### src/rtl/mmio_uart_tx.sv
// Memory-mapped 8N1 UART transmitter: CPU stores to TXDATA are queued in a small
// FIFO and shifted out on txd; STATUS is returned on a combinational read port.
module mmio_uart_tx #(
  parameter int unsigned    n            = 32,
  parameter logic [n-1:0]   BASE         = n'(32'h0000_0080),
  parameter int unsigned    DEPTH        = 4,
  parameter int unsigned    CLKS_PER_BIT = 16
) (
  input  logic         clk,
  input  logic         reset,
  input  logic         memwrite,
  input  logic [n-1:0] dataadr,
  input  logic [n-1:0] writedata,
  output logic [n-1:0] rdata,
  output logic         hit,
  output logic         txd
);

  localparam int unsigned  AW         = $clog2(DEPTH);
  localparam int unsigned  CW         = AW + 1;
  localparam int unsigned  BW         = $clog2(CLKS_PER_BIT);
  localparam logic [n-1:0] STATUS_ADR = BASE + n'(4);
  localparam logic [BW-1:0] BAUD_LAST = BW'(CLKS_PER_BIT - 1);
  localparam logic [CW-1:0] FULL_CNT  = CW'(DEPTH);

  typedef enum logic [1:0] {IDLE, START, DATA, STOP} state_t;

  state_t        state;
  logic [7:0]    mem [DEPTH];
  logic [AW-1:0] rptr;
  logic [AW-1:0] wptr;
  logic [CW-1:0] count;
  logic          overflow;
  logic [7:0]    shreg;
  logic [2:0]    bitcnt;
  logic [BW-1:0] baud;

  logic push_req;
  logic clr_req;
  logic full;
  logic empty;
  logic pop;
  logic push;
  logic baud_done;
  logic unused_wdata;

  assign push_req     = memwrite && (dataadr == BASE);
  assign clr_req      = memwrite && (dataadr == STATUS_ADR);
  assign full         = (count == FULL_CNT);
  assign empty        = (count == '0);
  assign pop          = (state == IDLE) && !empty;
  // A pop on the same edge frees a slot, so a store to a full FIFO still lands.
  assign push         = push_req && (!full || pop);
  assign baud_done    = (baud == BAUD_LAST);
  assign unused_wdata = ^writedata[n-1:8];

  // STATUS read port
  always_comb begin
    hit   = (dataadr == STATUS_ADR);
    rdata = '0;
    if (hit) begin
      rdata[0]      = full;
      rdata[1]      = empty;
      rdata[2]      = (state != IDLE);
      rdata[3]      = overflow;
      rdata[3+CW:4] = count;
    end
  end

  always_ff @(posedge clk) begin
    if (push) mem[wptr] <= writedata[7:0];
  end

  // FIFO pointers, occupancy and sticky overflow
  always_ff @(posedge clk) begin
    if (reset) begin
      rptr     <= '0;
      wptr     <= '0;
      count    <= '0;
      overflow <= 1'b0;
    end else begin
      if (push) wptr <= wptr + AW'(1);
      if (pop)  rptr <= rptr + AW'(1);
      if (push && !pop)      count <= count + CW'(1);
      else if (pop && !push) count <= count - CW'(1);
      if (clr_req)               overflow <= 1'b0;
      else if (push_req && !push) overflow <= 1'b1;
    end
  end

  // Transmit FSM; txd is registered from the current state, one cycle behind it
  always_ff @(posedge clk) begin
    if (reset) begin
      state  <= IDLE;
      txd    <= 1'b1;
      shreg  <= '0;
      bitcnt <= '0;
      baud   <= '0;
    end else begin
      unique case (state)
        IDLE: begin
          txd <= 1'b1;
          if (pop) begin
            shreg  <= mem[rptr];
            bitcnt <= '0;
            baud   <= '0;
            state  <= START;
          end
        end
        START: begin
          txd <= 1'b0;
          if (baud_done) begin
            baud  <= '0;
            state <= DATA;
          end else begin
            baud <= baud + BW'(1);
          end
        end
        DATA: begin
          txd <= shreg[0];
          if (baud_done) begin
            baud   <= '0;
            shreg  <= {1'b0, shreg[7:1]};
            bitcnt <= bitcnt + 3'd1;
            if (bitcnt == 3'd7) state <= STOP;
          end else begin
            baud <= baud + BW'(1);
          end
        end
        STOP: begin
          txd <= 1'b1;
          if (baud_done) begin
            baud  <= '0;
            state <= IDLE;
          end else begin
            baud <= baud + BW'(1);
          end
        end
        default: begin
          txd   <= 1'b1;
          state <= IDLE;
        end
      endcase
    end
  end

endmodule

### config.mk
export PLATFORM = sky130hd
export DESIGN_NAME = mmio_uart_tx
export DESIGN_NICKNAME = d
export VERILOG_FILES = /design/src/rtl/mmio_uart_tx.sv
export SDC_FILE = /design/constraint.sdc
export NUM_CORES = 1
export LEC_CHECK = 0
export BUFFER_PORTS_ARGS = -buffer_cell sky130_fd_sc_hd__buf_2
export CORE_MARGIN = 2
export CORE_UTILIZATION = 43
export DETAILED_ROUTE_END_ITERATION = 16
export PLACE_DENSITY = 0.82
export SYNTH_ARGS = -nofsm -noshare
export SYNTH_HDL_FRONTEND = slang
export SYNTH_SLANG_ARGS = --single-unit
### constraint.sdc
create_clock -name clk -period 2.4 [get_ports clk]
set_input_delay 0.12 -clock clk [delete_from_list [all_inputs] [get_ports clk]]
set_output_delay 0.12 -clock clk [all_outputs]
set_load 0.01 [all_outputs]
# ---- Yosys cells after proc, flatten, opt, wreduce, memory -nomap -nowiden
# Memory sizes are Yosys's and may differ from the RTL's. A register that Yosys moved wholly into a read port is not among the register bits.
# Index checks and enable logic that the tools add are counted.
dict set report classes {
  add_sub_neg 6
  eq_ne 13
  muxes 23
  n_reduce_logical 22
}
# cell count
set op_table {}
lappend op_table {{$eq 32x8->1 const B} 2}
lappend op_table {{$mux 8} 2}
lappend op_table {{$pmux 8 s2} 1}
lappend op_table {{$mux 2} 7}
lappend op_table {{$mux 3} 4}
lappend op_table {{$ne 2x2->1 const B} 5}
lappend op_table {{$mux 4} 2}
lappend op_table {{$pmux 2 s4} 1}
lappend op_table {{$pmux 4 s2} 1}
lappend op_table {{$logic_and 1x1->1} 7}
lappend op_table {{$mux 7} 1}
lappend op_table {{$add 3x1->3 const B} 2}
lappend op_table {{$eq 3x3->1 const B} 2}
lappend op_table {{$pmux 3 s2} 1}
lappend op_table {{$reduce_bool 2->1} 3}
lappend op_table {{$reduce_and 5->1} 1}
lappend op_table {{$add 2x1->2 const B} 2}
lappend op_table {{$add 4x1->4 const B} 1}
lappend op_table {{$eq 2x2->1 const B} 2}
lappend op_table {{$eq 4x4->1 const B} 1}
lappend op_table {{$logic_not 1->1} 4}
lappend op_table {{$reduce_or 2->1} 2}
lappend op_table {{$logic_not 3->1} 1}
lappend op_table {{$pmux 1 s3} 1}
lappend op_table {{other kinds (7)} 8}
dict set report totals {
  ff_bits 26
  mem_bits_rw 32
  out_inout_bits 34
  memories 1
}
# name depth width read_ports rd_clocked_by_memory_dff wr line
set memory_table {}
lappend memory_table {mem 4 8 1 1 1 29} ;# logic [7:0] mem [DEPTH];

# ---- Depth between registers and ports, before layout
dict set report depth {
  word_depth 9
  depth_mapped 11
  mapped_depth_nobuf 11
}

# ---- Least setup slack after synthesis
# OpenSTA, ideal clock, no wires.
dict set report synth_path {
  path_type {reg-to-reg}
  start {reg state[0]}
  end {reg count[2]}
  setup_ns 0.070
  arrival_ns 2.267
  required_ns 2.330
  path_slack_ns 0.063
  path_stages_with_launch 12
  path_buffers 0
  synth_period_minus_slack_ns 2.337
  path_cell_list {dfxtp_1 > inv_1 > ha_1 > or4b_4 > nand3_2 > nor3_4 > ha_1 > inv_1 > fa_1 > xor2_1 > or3_1 > a21oi_1}
}
dict set report synth_via {
  elab_chain_len 7
  word_cells_on_any_way 10
  cone_classes {mux (1); reduce/logical (9)}
}
# item line
set synth_rtl {}
lappend synth_rtl {{start, declared} 28} ;# state_t state;
lappend synth_rtl {{start signal, assigned} 94} ;# state <= IDLE;
lappend synth_rtl {{start signal, assigned} 107} ;# state <= START;
lappend synth_rtl {{start signal, assigned} 114} ;# state <= DATA;
lappend synth_rtl {{$logic_not 2->1 (*)} 51} ;# assign pop = (state == IDLE) && !empty;
lappend synth_rtl {{$logic_and 1x1->1 (*)} 51}
lappend synth_rtl {{$logic_or 1x1->1 (*)} 53} ;# assign push = push_req && (!full || pop);
lappend synth_rtl {{$logic_and 1x1->1 (*)} 53}
lappend synth_rtl {{named net push} 43} ;# logic push;
lappend synth_rtl {{$logic_not 1->1} 85} ;# else if (pop && !push) count <= count - CW'(1);
lappend synth_rtl {{$logic_and 1x1->1} 85}
lappend synth_rtl {{$reduce_bool 2->1 (no source line)} n/a}
lappend synth_rtl {{end signal, assigned} 84} ;# if (push && !pop) count <= count + CW'(1);
lappend synth_rtl {{end signal, assigned} 85}
lappend synth_rtl {{end, declared} 32} ;# logic [CW-1:0] count;
# Mark *: on every way through the listed nets, which the timed path passes. The rest lies on a longest branch.
# A chain may end at the register's enable or synchronous reset.

# ---- Final worst setup path
dict set report layout_path {
  start {reg state[1]}
  end {reg count[2]}
}
# Same word-level chain as after synthesis.

==> reports/summary.txt <==
Rows = 30
vias per cell = 4.827
grt met1 use = 0.1813
Post-Syn Instances = 251
Cell variety after synth = 45
number of buffers created by CTS = 9
P&R area growth vs syn = 20.78%
reg2reg end = count[2]
first-pass GRT wire length = 9149 µm
number of synthesized flops with an enable pin = 32
Core ar. = 0.006794 mm²
Setup CP Type = reg2reg
RePlAce Congestion = 0.7086
CTS tree = yes
DRC = 0
Main synth FF type = edfxtp_1
Final period util = 0.9466
drt total wl = 5302 µm
fraction of registers with async set/reset = 0
number of hold-slack violations in the final timing report = 0
clk root buf = clkbuf_8
R2R Setup Slk = 0.13 ns
nets = 407
register bit total from synthesis = 60
Max-slew headroom = 0.6503
CTS clk-pin slew, worst paths = 0.07 ns
leading area contributor after synthesis = edfxtp_1
Slew @ Worst Pin = 0.5238 ns
first-pass iteration count of the detailed router = 4
initial antenna violation count = 0
met3 Use GR = 0.03864
FF+latch area = 0.001521 mm²
CP endpoint kind = register
Clock Path Buffers = 2
top cell type's share of synthesized area = 0.3179
dpl hpwl = 3899 µm
Ports = 101
RSZ-0062 raised after global routing = no
1st-iter DRT viols = 85
busiest grt layer = met2
Hold WC Path Type = in2reg
CP Launch Type = register
fmax = 440.2 MHz
Hold Worst Slack = 0.006594 ns
Die Ht = 87.85 µm
H-tree depth = 3
Seq/Total Area, Yosys = 0.5033
top area cells in the synthesized netlist = edfxtp_1 32%, dfxtp_1 19%, buf_4 7.0%, mux4_2 6.0%, ha_1 5.4%
Post-Place Setup Slack = -0.06121 ns
multi-input logic area = 0.001353 mm²
final setup vio count = 0
peak supply drop = 0.6048 mV
Syn Area/Cell = 12.04 µm²
via count = 2061
fin. max-slew vios = 0
Sink Count = 60
WL/cell = 12.42 µm
hold path depth = 1
worst r2r path cells = 11
crit-path max FO = 3
synth warn = 0
Buffers on Ports = 51
Max-Cap Viols = 0
CP arrival = 2.53 ns
largest net degree at the start of global routing = 25
initial core utilization = 0.4449
Global Route Usage Sum = 0.1534
ANT nets after route = 0
proportion of layout cells with a drive suffix above 1 = 0.3414
Crit path required time = 2.66 ns
n_diodes = 0
Setup TNS = 0 ns
Fin Clk Skew = 0.005187 ns
Post-Syn Area = 0.003023 mm²
gr ovfl total = 0
Worst Hold Path EP = mem[2][1]
setup ws final = 0.1282 ns
fin crit period = 2.272 ns
Fillers = 545
static leakage = 0.001478 µW
Die Area = 0.007717 mm²
Clock Latency Late Sink = 0.33 ns
die width = 87.85 µm
power per cell area = 962.7 mW/mm²
status = complete, no violations
GR Util met2 = 0.2631
vias in the first global route = 2065
RR Startpoint = state[1]
hold path startpoint = writedata[1]
-- metal layers --
metal	share of wire	wire, µm	vias up
li1	-	-	1024
met2	0.53	2796	72
met5	0	0	-
met4	0.011	57	0
met1	0.41	2196	960
met3	0.048	252	5
-- cell families after synthesis --
group,count (synthesis),share of synthesized area
other cells,1,0.001241
simple gates,88,0.2020
buf+inv,41,0.08568
fa+ha+maj,14,0.06043
xor+xnor,4,0.01159
mux,10,0.06622
compound gates,33,0.06954
flops,60,0.5033
-- stage by stage --
stage / power (µW) / area [µm²] / cells / utilization
4_1_cts: 3519 / 3631 / 425 / 0.5344
3_5_place_dp: 2594 / 3368 / 404 / 0.4958
3_3_place_gp: 2546 / 3368 / 404 / 0.4958
6_report: 3515 / 3651 / 427 / 0.5374
5_1_grt: 3783 / 3651 / 427 / 0.5374
2_1_floorplan: 2276 / 3113 / 275 / -
-- placed cells by master (no fill, tap or decap), types with 9 or more instances in the layout --
| cell | n |
|---|---|
| edfxtp_1 | 32 |
| nand2_1 | 21 |
| clkbuf_8 | 9 |
| conb_1 | 25 |
| ha_1 | 11 |
| buf_2 | 51 |
| dfxtp_1 | 28 |
| nor2_1 | 17 |
| buf_4 | 17 |
| a21oi_1 | 12 |
-- power by group --
group          internal [µW]  total (µW)  switching, µW  leakage [µW]
Clock                    484         897            413     0.0000958
Sequential              1230        1350            127      0.000517
Combinational            608        1270            657      0.000866
Total                   2320        3510           1200       0.00148
-- flip-flops by register name, summed over array words and instances, names as in the netlist, named ones only --
name / flops
overflow: 1
txd: 1
baud: 4
rptr: 2
state: 2
mem: 32
bitcnt: 3
count: 3
shreg: 8
wptr: 2
-- worst max path at each step --
stage / startpoint / end / slack (ns) / cells past startpoint
final: state[1] / count[2] / 0.13 / 11
after global routing: state[1] / count[2] / 0.003 / 11
after CTS: state[0] / count[2] / 0.002 / 11
after detailed placement: state[1] / count[2] / -0.06 / 11
after global placement: state[1] / count[2] / 0.07 / 11
after floorplan: state[0] / count[2] / 0.06 / 11
-- area by class of cell --
class	instances	area share
Sequential cell	60	0.4167
Multi-Input combinational cell	174	0.3705
Timing Repair Buffer	72	0.1158
Inverter	9	0.009253
Tap cell	96	0.03290
Clock inverter	7	0.02090
Clock buffer	9	0.03393
-- worst max-delay path, cell delays in order (launching register included) --
cell	delay, ns
dfxtp_1	0.32
inv_2	0.09
ha_4	0.14
or4b_4	0.14
nand3_2	0.11
nor3_4	0.16
ha_2	0.21
inv_1	0.05
fa_1	0.37
xor2_1	0.19
or3_1	0.30
a21oi_1	0.14
-- cell usage after synthesis (2+ instances only) --
cell type,number
mux2i_1,2
nor4_1,5
and2_1,8
o21ai_0,6
mux4_2,8
nor4_2,3
nand2_1,21
nor2_1,17
a21oi_1,12
o31ai_1,2
nor4b_4,2
a311oi_1,6
inv_1,8
buf_4,28
and3_1,3
nor3_1,2
nor4_4,3
xor2_1,4
nor3b_1,2
or3_1,2
nand4_1,3
nand3_1,5
clkbuf_1,4
edfxtp_1,32
and4_1,2
ha_1,13
dfxtp_1,28
a31oi_1,2
nor3_4,2
-- timing repair --
action                                  CTS  global route
resized for setup                         4             2
hold buffers                              4             0
pin swaps                                 2             2
endpoints found under the setup margin    1             1
setup buffers                             1             2
endpoints found under the hold margin    16             0
Note: power is estimated with default switching activity, not from simulation.
